==> src/rtl/fifo_srl_almost_full_ctrl.sv <==
// rtl/fifo_srl_almost_full_ctrl.sv - almost-full shift-register FIFO with early producer back-pressure
//
// Purpose:
//   First-word-fall-through FIFO built on an addressable shift register.
//   New words enter at entry[0] and age toward higher addresses.
//   The oldest word sits at entry[count-1] and is driven straight onto if_dout.
//   if_full_n drops GRACE_PERIOD slots before the store is really full.
//   This lets a pipelined producer land writes that are already in flight.
//   Such writes are still accepted while space remains.
//
// Ports:
//   clk          in   single clock, rising edge
//   reset        in   synchronous, active-high
//   if_write_ce  in   write-side clock enable
//   if_write     in   write request
//   if_din       in   write data [DATA_WIDTH]
//   if_full_n    out  registered; high = producer may issue writes
//   if_read_ce   in   read-side clock enable
//   if_read      in   read request (pop)
//   if_empty_n   out  registered; high = if_dout holds valid data
//   if_dout      out  oldest stored word [DATA_WIDTH], first-word-fall-through
//   overflow     out  sticky; set when a write is dropped at full with no pop

module fifo_srl_almost_full_ctrl #(
  parameter int DATA_WIDTH   = 32,
  parameter int ADDR_WIDTH   = 4,
  parameter int DEPTH        = 16,
  parameter int GRACE_PERIOD = 2
) (
  input  logic                  clk,
  input  logic                  reset,
  input  logic                  if_write_ce,
  input  logic                  if_write,
  input  logic [DATA_WIDTH-1:0] if_din,
  output logic                  if_full_n,
  input  logic                  if_read_ce,
  input  logic                  if_read,
  output logic                  if_empty_n,
  output logic [DATA_WIDTH-1:0] if_dout,
  output logic                  overflow
);

  // Thresholds sized to the occupancy counter so every compare is width-matched.
  localparam int                THRESH       = DEPTH - GRACE_PERIOD;
  localparam logic [ADDR_WIDTH:0] DEPTH_C    = DEPTH[ADDR_WIDTH:0];
  localparam logic [ADDR_WIDTH:0] THRESH_C   = THRESH[ADDR_WIDTH:0];

  logic [DATA_WIDTH-1:0] mem [DEPTH];

  logic [ADDR_WIDTH:0]   count;
  logic [ADDR_WIDTH:0]   count_next;
  logic [ADDR_WIDTH:0]   count_m1;
  logic [ADDR_WIDTH-1:0] raddr;

  logic wr_req;
  logic rd_req;
  logic pop;
  logic push;
  logic drop;

  // Request decode. A pop at full frees the slot the same cycle, so a
  // simultaneous push is legal there. The shift then discards the popped word.
  assign wr_req = if_write & if_write_ce;
  assign rd_req = if_read & if_read_ce;
  assign pop    = rd_req & (count != '0);
  assign push   = wr_req & ((count < DEPTH_C) | pop);
  assign drop   = wr_req & ~push;

  always_comb begin
    count_next = count;
    if (push && !pop) begin
      count_next = count + 1'b1;
    end else if (pop && !push) begin
      count_next = count - 1'b1;
    end
  end

  // Oldest word lives at count-1. Address 0 is used when empty, where the
  // output is don't-care anyway.
  assign count_m1 = count - 1'b1;
  assign raddr    = (count != '0) ? count_m1[ADDR_WIDTH-1:0] : '0;
  assign if_dout  = mem[raddr];

  // Storage carries no reset. After reset the stale contents are unreachable
  // because count returns to 0.
  always_ff @(posedge clk) begin
    if (push) begin
      mem[0] <= if_din;
      for (int i = 1; i < DEPTH; i++) begin
        mem[i] <= mem[i-1];
      end
    end
  end

  // Flags are registered from count_next so they line up with the new count
  // on the same edge instead of lagging by a cycle.
  always_ff @(posedge clk) begin
    if (reset) begin
      count      <= '0;
      if_empty_n <= 1'b0;
      if_full_n  <= 1'b1;
      overflow   <= 1'b0;
    end else begin
      count      <= count_next;
      if_empty_n <= (count_next != '0);
      if_full_n  <= (count_next < THRESH_C);
      overflow   <= overflow | drop;
    end
  end

endmodule

==> config.mk <==
export PLATFORM = sky130hd
export DESIGN_NAME = fifo_srl_almost_full_ctrl
export DESIGN_NICKNAME = d
export VERILOG_FILES = /design/src/rtl/fifo_srl_almost_full_ctrl.sv
export SDC_FILE = /design/constraint.sdc
export NUM_CORES = 1
export LEC_CHECK = 0
export ABC_CLOCK_PERIOD_IN_PS = 32100
export CAP_MARGIN = 30
export CORE_MARGIN = 4
export CORE_UTILIZATION = 55
export CTS_CLUSTER_SIZE = 20
export DETAILED_ROUTE_END_ITERATION = 7
export PLACE_DENSITY = 0.8
export SLEW_MARGIN = 0
export SYNTH_ARGS = -nofsm -noshare
export SYNTH_HDL_FRONTEND = slang
export SYNTH_SLANG_ARGS = --single-unit
==> constraint.sdc <==
create_clock -name clk -period 32.1 [get_ports clk]
set_input_delay 6.42 -clock clk [delete_from_list [all_inputs] [get_ports clk]]
set_output_delay 6.42 -clock clk [all_outputs]
set_load 0.03 [all_outputs]
==> results of run 1 <==
-- worst max-delay path: stages, from the launching register on --
cell and delay [ns]:
dfxtp_1 0.42, inv_4 0.68, ha_1 0.38, or2b_1 0.22
o21a_4 0.55, buf_4 0.86, o221ai_1 0.30, o2111a_1 0.20
a211oi_2 0.28, clkdlybuf4s50_1 0.75
-- final timing paths --
check	start	endpoint
setup reg to reg	count[4]$_SDFF_PP0_	mem[14][23]$_DFFE_PP_
hold / removal	mem[7][5]$_DFFE_PP_	mem[8][5]$_DFFE_PP_
hold reg to reg	mem[7][5]$_DFFE_PP_	mem[8][5]$_DFFE_PP_
setup / recovery	count[0]$_SDFF_PP0_	if_dout[5]
-- flip-flops by register name, summed over array words and instances, names as in the netlist --
| signal | cells |
|---|---|
| overflow | 1 |
| if_empty_n | 1 |
| if_full_n | 1 |
| mem | 512 |
| count | 5 |
-- report_power, final --
group	leakage [nW]	internal [mW]	switching (mW)	total, mW
Clock	0.741	0.309	0.243	0.552
Combinational	1.53	0.287	0.421	0.708
Sequential	4.87	0.776	0.0155	0.792
Total	7.14	1.37	0.679	2.05
-- layout by cell type (no fill, tap or decap), types with 2 or more instances in the layout --
| cell | netlist | final |
|---|---|---|
| mux4_2 | 64 | 64 |
| buf_4 | 9 | 10 |
| buf_16 | 0 | 2 |
| clkinv_8 | 0 | 2 |
| a211oi_1 | 2 | 2 |
| a211oi_2 | 30 | 30 |
| nand3_1 | 3 | 3 |
| inv_1 | 4 | 3 |
| clkbuf_16 | 0 | 51 |
| clkbuf_1 | 45 | 16 |
| clkinv_2 | 0 | 6 |
| dfxtp_1 | 8 | 8 |
| buf_12 | 2 | 4 |
| xor2_1 | 2 | 2 |
| nor3_1 | 4 | 4 |
| o221ai_1 | 65 | 65 |
| a31oi_1 | 2 | 2 |
| o2111a_1 | 63 | 63 |
| nand2_1 | 38 | 38 |
| xnor2_1 | 2 | 2 |
| a21oi_2 | 10 | 10 |
| a41oi_1 | 2 | 2 |
| o22ai_1 | 63 | 63 |
| clkinv_1 | 0 | 15 |
| clkdlybuf4s50_1 | 0 | 72 |
| bufinv_16 | 0 | 2 |
| nor2_1 | 9 | 8 |
| edfxtp_1 | 512 | 512 |
| a21oi_1 | 27 | 26 |
| ha_1 | 2 | 2 |
-- area by class of cell --
cell class / instances / share of cell area
tap: 461 / 0.02525
clock buffer: 67 / 0.05849
timing repair buffer: 88 / 0.04074
inverter: 4 / 0.0007667
multi-input combinational: 409 / 0.1866
sequential: 520 / 0.6800
clock inverter: 26 / 0.008215
-- per-layer routing --
metal  GRT usage  share of wire
met1      0.2858           0.44
met2      0.2839           0.48
met4     0.05258          0.017
met5           0              0
met3     0.03693          0.066
-- through the flow --
stage / cell area, um^2 / instances / total power, mW / hold slack (ns)
2_1_floorplan: 20240 / 1018 / 1.338 / 0.4207
3_3_place_gp: 21230 / 1478 / 1.504 / 0.4235
3_5_place_dp: 21280 / 1480 / 1.514 / 0.4304
4_1_cts: 22800 / 1573 / 2.070 / 0.4278
5_1_grt: 22850 / 1575 / 2.144 / 0.4438
6_report: 22850 / 1575 / 2.051 / 0.4329
-- logic make-up (layout without fill, tap and decap cells) --
| kind of cell | count (synthesis) | count (layout) | synth area share |
|---|---|---|---|
| AO/OA/AOI/OAI | 273 | 273 | 0.1181 |
| multiplexers | 66 | 66 | 0.07227 |
| adder cells (fa/ha/maj) | 2 | 2 | 0.001236 |
| AND/OR/NAND/NOR | 64 | 64 | 0.01471 |
| flip-flops | 520 | 520 | 0.7676 |
| XOR/XNOR | 4 | 4 | 0.001731 |
| buffers and inverters | 89 | 185 | 0.02442 |
==> results_dict.tcl, run 1 <==
set metrics [dict create \
    critPathLaunchType "register" \
    yosysTopAreaCell "edfxtp_1" \
    yosysSeqAreaShare 0.7676 \
    synthFlopType "edfxtp_1" \
    n_fill_cell 2409 \
    ys_ff_latch 520 \
    drc 0 \
    row_count 69 \
    dp_hpwl_mm 19.18 \
    drive_gt1_frac 0.1724 \
    p_leak_nw 7.137 \
    min_period_ns 11.72 \
    synth_cells 1018 \
    worstMarginPinSlew_ns 1.242 \
    min_path_cells 0 \
    grt_first_pass_wirelength_mm 59.37 \
    h-tree-depth 2 \
    setup_slack_ns 20.38 \
    initial_utilization 0.5635 \
    place_congestion 0.8302 \
    cts_sinks 520 \
    crit_arrival_ns 5.30 \
    area_delta_synth_final_pct 12.88 \
    report.final.slew_viol_count 0 \
    r2r_setup_slack_ns 28.95 \
    diodes 0 \
    synth_cell_types 46 \
    drv_cap 0 \
    grt_pass1_vias 10520 \
    rsz0062_at_grt "false" \
    synth.most_common_cell "edfxtp_1" \
    syn-num-nets 1058 \
    synth_edf_count 512 \
    postRouteAntennaNets 0 \
    crit_type "register to primary output" \
    status "complete, no violations" \
    final-seq-area_um2 15530 \
    synth_top_cell_area_share 0.7596 \
    grt.overflow.total 0 \
    synth_top_cells_by_count "edfxtp_1, o221ai_1, mux4_2" \
    place_ws_ns 20.88 \
    drt_wl_total_mm 37.42 \
    portBuffers 72 \
    layout.nets 1114 \
    synth.area.top_cells "edfxtp_1, mux4_2, o2111a_1, o221ai_1, o22ai_1" \
    tns_ns 0 \
    firstDrtPassIters 5 \
    track_usage 0.1877 \
    root_buffer "clkbuf_16" \
    antenna_found_initial 0 \
    post_cts_resized 0 \
    post-cts-setup-buffers 0 \
    syn_avg_cell_area_um2 19.88 \
    dieHeight_um 199.8 \
    grt_max_degree 219 \
    die-area_um2 39930 \
    tritoncts "done" \
    vdd_drop_max_uv 109.0 \
    via_count 10430 \
    setup_viol 0 \
    ios 73 \
    multiInputGateArea_um2 4263 \
    clock.fmax_ghz 0.08535 \
    r2r_cells 4 \
    crit_required_ns 25.68 \
    syn_area_um2 20240 \
    hold_path.class "register to register" \
    path_max_fanout 80 \
    hold_buffers 0 \
    core_area_um2 35910 \
    finalCoreUtilization 0.6361 \
    hold_viol_final 0 \
    fin_crit_sh 0.3650 \
    cts.path.max_buffers 3 \
    drt_iter0_markers 1128 \
    p_per_area_nw_per_um2 89.77 \
    routedWlPerCell_um 23.76 \
    slew_headroom 0.1719 \
    cts_buffers 51 \
    async_reset_ff_frac 0 \
    finClkSkew_ns 0.02138 \
    worstSkewPairLatency_ns 0.59 \
    viasPerCell 6.622 \
    die_x_um 199.8 \
    yosysWarningCount 0 \
    end_kind "primary output" \
    clkTransAtPathRegs_ns 0.07 \
]
(Power assumes the default switching activity.)
==> run 2, diff against run 1 <==
--- a/config.mk
+++ b/config.mk
@@ -5,13 +5,13 @@
 export SDC_FILE = /design/constraint.sdc
 export NUM_CORES = 1
 export LEC_CHECK = 0
-export ABC_CLOCK_PERIOD_IN_PS = 32100
+export ABC_CLOCK_PERIOD_IN_PS = 11500
 export CAP_MARGIN = 30
 export CORE_MARGIN = 4
-export CORE_UTILIZATION = 55
+export CORE_UTILIZATION = 56
 export CTS_CLUSTER_SIZE = 20
 export DETAILED_ROUTE_END_ITERATION = 7
-export PLACE_DENSITY = 0.8
+export PLACE_DENSITY = 0.78
 export SLEW_MARGIN = 0
 export SYNTH_ARGS = -nofsm -noshare
 export SYNTH_HDL_FRONTEND = slang
==> constraint.sdc (replaced) <==
create_clock -name clk -period 11.5 [get_ports clk]
set_input_delay 2.3 -clock clk [delete_from_list [all_inputs] [get_ports clk]]
set_output_delay 2.3 -clock clk [all_outputs]
set_load 0.03 [all_outputs]
==> run 2 against run 1 <==
Effect of this change:
- power grew to 2.8 times the previous value
- non-clock buffer count is 4 lower
- flip-flop and latch count did not move
- clock skew is 0.0023 ns lower
- critical path type unchanged
==> results_dict.tcl, run 2 (synthesized netlist as in run 1, its figures left out) <==
set metrics [dict create \
    die-area_um2 39250 \
    vdd_drop_max_uv 259.5 \
    ios 73 \
    crit_required_ns 9.20 \
    initial_utilization 0.5690 \
    layout.nets 1110 \
    end_kind "primary output" \
    status "complete, no violations" \
    area_delta_synth_final_pct 13.05 \
    post_cts_resized 0 \
    crit_arrival_ns 5.14 \
    report.final.slew_viol_count 0 \
    postRouteAntennaNets 0 \
    portBuffers 72 \
    dieHeight_um 198.1 \
    crit_type "register to primary output" \
    track_usage 0.1923 \
    power_mw 5.829 \
    drt_iter0_markers 1161 \
    h-tree-depth 2 \
    min_period_ns 7.445 \
    p_leak_nw 7.140 \
    routedWlPerCell_um 23.96 \
    grt_max_degree 193 \
    antenna_found_initial 1 \
    cts_buffers 51 \
    grt_first_pass_wirelength_mm 59.58 \
    grt_pass1_vias 10520 \
    drive_gt1_frac 0.1743 \
    tns_ns 0 \
    top_regs "mem: 512 flops, count: 5 flops" \
    firstDrtPassIters 5 \
    hold_ws_ns 0.4269 \
    row_count 69 \
    setup_viol 0 \
    dp_hpwl_mm 19.15 \
    tritoncts "done" \
    worstSkewPairLatency_ns 0.59 \
    critPathLaunchType "register" \
    hold_buffers 0 \
    die_x_um 198.1 \
    drv_cap 0 \
    p_per_area_nw_per_um2 254.7 \
    core_area_um2 35570 \
    diodes 0 \
    largest_register_ff_count 512 \
    viasPerCell 6.558 \
    place_congestion 0.8057 \
    drt_wl_total_mm 37.71 \
    final_cell_mix "edfxtp_1, clkdlybuf4s50_1, o221ai_1" \
    worstMarginPinSlew_ns 1.078 \
    fin_crit_sh 0.6474 \
    slew_headroom 0.2815 \
    path_max_fanout 158 \
    root_buffer "clkbuf_16" \
    via_count 10320 \
    clock.fmax_ghz 0.1343 \
    n_fill_cell 2368 \
    hold_path.class "register to register" \
    grt.overflow.total 0 \
    finClkSkew_ns 0.01911 \
    hold_viol_final 0 \
    rsz0062_at_grt "false" \
    drc 0 \
    post-cts-setup-buffers 0 \
    cts_sinks 520 \
    mostFrequentLayoutCell "edfxtp_1" \
    top_register "mem" \
    cts.path.max_buffers 3 \
    clkTransAtPathRegs_ns 0.07 \
]
-- run 2: area by class of cell --
cell class                 count  area (um^2)  area share
clock buffer                  67         1358     0.05933
clock inverter                29        282.8     0.01236
inverter                       4        17.52   0.0007656
multi-input combinational    409         4263      0.1863
sequential                   520        15530      0.6790
tap                          461        576.8     0.02521
timing repair buffer          84        848.3     0.03708
-- run 2: worst paths after layout --
check                      start                   end  slack, ns  cells past startpoint
max          count[0]$_SDFF_PP0_            if_dout[2]       4.06                      9
max reg2reg  count[4]$_SDFF_PP0_  mem[4][20]$_DFFE_PP_       7.99                      4
min reg2reg  mem[1][1]$_DFFE_PP_   mem[2][1]$_DFFE_PP_       0.43                      0
min          mem[1][1]$_DFFE_PP_   mem[2][1]$_DFFE_PP_       0.43                      0
-- run 2: report_power, final --
part | total, mW | internal [mW] | switching [mW] | leakage, nW
Sequential | 2.21 | 2.17 | 0.0442 | 4.87
Combinational | 1.98 | 0.795 | 1.18 | 1.49
Clock | 1.64 | 0.946 | 0.694 | 0.782
Total | 5.83 | 3.91 | 1.92 | 7.14
-- run 2: metal layers --
| metal | part of all wire | track usage | vias up |
|---|---|---|---|
| met2 | 0.47 | 0.2881 | 378 |
| met4 | 0.020 | 0.05968 | 2 |
| li1 | - | - | 4516 |
| met3 | 0.062 | 0.03301 | 53 |
| met1 | 0.44 | 0.2959 | 5373 |
| met5 | 0.00034 | 0 | - |
-- run 2: per-stage QoR --
| step | area, um^2 | setup slack, ns | instances | util |
|---|---|---|---|---|
| 3_5_place_dp | 21240 | 4.602 | 1478 | 0.5972 |
| 6_report | 22880 | 4.055 | 1574 | 0.6433 |
| 3_3_place_gp | 21240 | 4.724 | 1478 | 0.5972 |
| 2_1_floorplan | 20250 | 0.1608 | 1018 | - |
| 5_1_grt | 22880 | 3.676 | 1574 | 0.6433 |
| 4_1_cts | 22880 | 3.960 | 1574 | 0.6433 |
-- run 2: critical path: stages (launching register included) --
cell             delay, ns
dfxtp_1               0.42
inv_4                 0.43
ha_1                  0.34
nor4b_4               0.40
or2_4                 0.54
buf_12                0.68
mux4_2                0.38
a21oi_1               0.10
a211oi_2              0.41
clkdlybuf4s50_1       0.75
==> run 3, diff against run 2 <==
--- a/config.mk
+++ b/config.mk
@@ -5,13 +5,13 @@
 export SDC_FILE = /design/constraint.sdc
 export NUM_CORES = 1
 export LEC_CHECK = 0
-export ABC_CLOCK_PERIOD_IN_PS = 11500
+export ABC_CLOCK_PERIOD_IN_PS = 6600
 export CAP_MARGIN = 30
 export CORE_MARGIN = 4
-export CORE_UTILIZATION = 56
+export CORE_UTILIZATION = 55
 export CTS_CLUSTER_SIZE = 20
 export DETAILED_ROUTE_END_ITERATION = 7
-export PLACE_DENSITY = 0.78
+export PLACE_DENSITY = 0.8
 export SLEW_MARGIN = 0
 export SYNTH_ARGS = -nofsm -noshare
 export SYNTH_HDL_FRONTEND = slang
==> constraint.sdc (replaced) <==
create_clock -name clk -period 6.6 [get_ports clk]
set_input_delay 1.32 -clock clk [delete_from_list [all_inputs] [get_ports clk]]
set_output_delay 1.32 -clock clk [all_outputs]
set_load 0.03 [all_outputs]
==> run 3 against run 2 <==
Effect of this change:
- non-clock buffer count rose by 9
- first-iteration DRC count fell by 18%
- register-to-register slack got worse by 3.7 ns
- utilization barely moved
- design area rose by 0.98%
- cell count rose by 0.32%
- clock skew fell by 0.0054 ns
- global-route usage fell by 0.40 points
- die area rose by 1.7%
- critical path type unchanged
==> results_dict.tcl, run 3 (synthesized netlist as in run 1, its figures left out) <==
set metrics [dict create \
    status "complete, no violations" \
    diodes 0 \
    ios 73 \
    rsz0062_at_grt "false" \
    cp-endpoint "if_dout[2]" \
    crit_arrival_ns 4.39 \
    cts_sinks 520 \
    cpPeakStageDelay_ns 0.74 \
    crit_required_ns 5.28 \
    firstDrtPassIters 5 \
    p_leak_nw 7.271 \
    drt_iter0_markers 947 \
    hold_path.class "register to register" \
    multiInputGateArea_um2 4285 \
    report.final.slew_viol_count 0 \
    hold_buffers 0 \
    cts_buffers 51 \
    fin_crit_sh 0.8651 \
    viasPerCell 6.512 \
    antenna_found_initial 0 \
    top_regs "mem: 512 flops, count: 5 flops" \
    area_delta_synth_final_pct 14.16 \
    setup_slack_ns 0.8906 \
    end_kind "primary output" \
    final_cell_mix "edfxtp_1, clkdlybuf4s50_1, o221ai_1" \
    dieHeight_um 199.8 \
    worstSkewPairLatency_ns 0.58 \
    clkTransAtPathRegs_ns 0.06 \
    final-seq-area_um2 15530 \
    row_count 69 \
    drc 0 \
    finClkSkew_ns 0.01375 \
    setup_viol 0 \
    largest_register_ff_count 512 \
    grt_max_degree 150 \
    layout.nets 1119 \
    critPathLaunch "count[1]$_SDFF_PP0_" \
    n_fill_cell 2354 \
    drive_gt1_frac 0.1860 \
    r2r_setup_slack_ns 4.26 \
    grt_pass1_vias 10510 \
    core_area_um2 35910 \
    crit_type "register to primary output" \
    post_cts_resized 0 \
    place_ws_ns 1.457 \
    clock.fmax_ghz 0.1752 \
    tritoncts "done" \
    critPathLaunchType "register" \
    die_x_um 199.8 \
    cts.path.max_buffers 3 \
    portBuffers 72 \
    r2r-start "count[4]$_SDFF_PP0_" \
    place_congestion 0.7983 \
    top_register "mem" \
    worstReg2RegEnd "mem[9][13]$_DFFE_PP_" \
    min_period_ns 5.709 \
    hold_viol_final 0 \
    postRouteAntennaNets 0 \
    drv_cap 0 \
    r2r_cells 2 \
    routedWlPerCell_um 23.70 \
    h-tree-depth 2 \
    path_max_fanout 59 \
    track_usage 0.1883 \
    slew_headroom 0.4002 \
    via_count 10280 \
    grt.overflow.total 0 \
    drt_wl_total_mm 37.42 \
    initial_utilization 0.5635 \
    p_per_area_nw_per_um2 448.7 \
    mostFrequentLayoutCell "edfxtp_1" \
    slowest_stage "clkdlybuf4s50_1" \
    path_cells "inv_1 > ha_1 > nor4b_4 > or2_4 > buf_12 > o22ai_1 > o2111a_1 > a211oi_2 > clkdlybuf4s50_1" \
    grt_first_pass_wirelength_mm 59.51 \
    tns_ns 0 \
    dp_hpwl_mm 20.25 \
    die-area_um2 39930 \
    worstMarginPinSlew_ns 0.8997 \
    post-cts-setup-buffers 0 \
    vdd_drop_max_uv 305.0 \
    root_buffer "clkbuf_16" \
]
run 3: critical path: cells and delay by family (launching register included):
family	cells	cell delay, ns
simple gates	2	1.14
fa+ha+maj	1	0.26
flops	1	0.36
compound gates	3	0.74
buf+inv	3	1.25
run 3: metal layers:
| metal | track usage | wire [um] |
|---|---|---|
| met1 | 0.2835 | 16300 |
| met5 | 0 | 0 |
| met2 | 0.2869 | 17950 |
| met3 | 0.03357 | 2362 |
| met4 | 0.06088 | 807 |
run 3: worst min path at each step:
stage               slack (ns)                  from  depth (start not counted)                    to
finish                    0.44   mem[1][5]$_DFFE_PP_                          0   mem[2][5]$_DFFE_PP_
global route              0.44  mem[14][1]$_DFFE_PP_                          0  mem[15][1]$_DFFE_PP_
CTS                       0.43  mem[14][1]$_DFFE_PP_                          0  mem[15][1]$_DFFE_PP_
detailed placement        0.43   mem[5][7]$_DFFE_PP_                          0   mem[6][7]$_DFFE_PP_
global placement          0.42  mem[1][11]$_DFFE_PP_                          0  mem[2][11]$_DFFE_PP_
floorplan                 0.42  mem[13][0]$_DFFE_PP_                          0  mem[14][0]$_DFFE_PP_
run 3: cell type report:
cell class | instances | area share
Sequential cell | 520 | 0.6724
Multi-Input combinational cell | 409 | 0.1855
Clock buffer | 62 | 0.05886
Timing Repair Buffer | 93 | 0.04181
Tap cell | 461 | 0.02496
Clock inverter | 30 | 0.01576
Inverter | 4 | 0.0007581
run 3: power by group:
group	leakage [nW]	switching, mW	total, mW	internal [mW]
combinational	1.56	2.06	3.52	1.45
sequential	4.87	0.0758	3.85	3.77
clock	0.846	1.19	3.00	1.81
total	7.27	3.33	10.4	7.04
run 3: per-stage QoR:
step,power (mW),hold slack (ns),utilization,cells,instance area (um^2)
after CTS,10.47,0.4289,0.6433,1579,23100
after global placement,7.377,0.4234,0.5948,1486,21360
after detailed placement,7.456,0.4285,0.5953,1487,21380
final,10.37,0.4405,0.6433,1579,23100
after global routing,10.83,0.4431,0.6433,1579,23100
after floorplan,6.472,0.4207,-,1018,20270
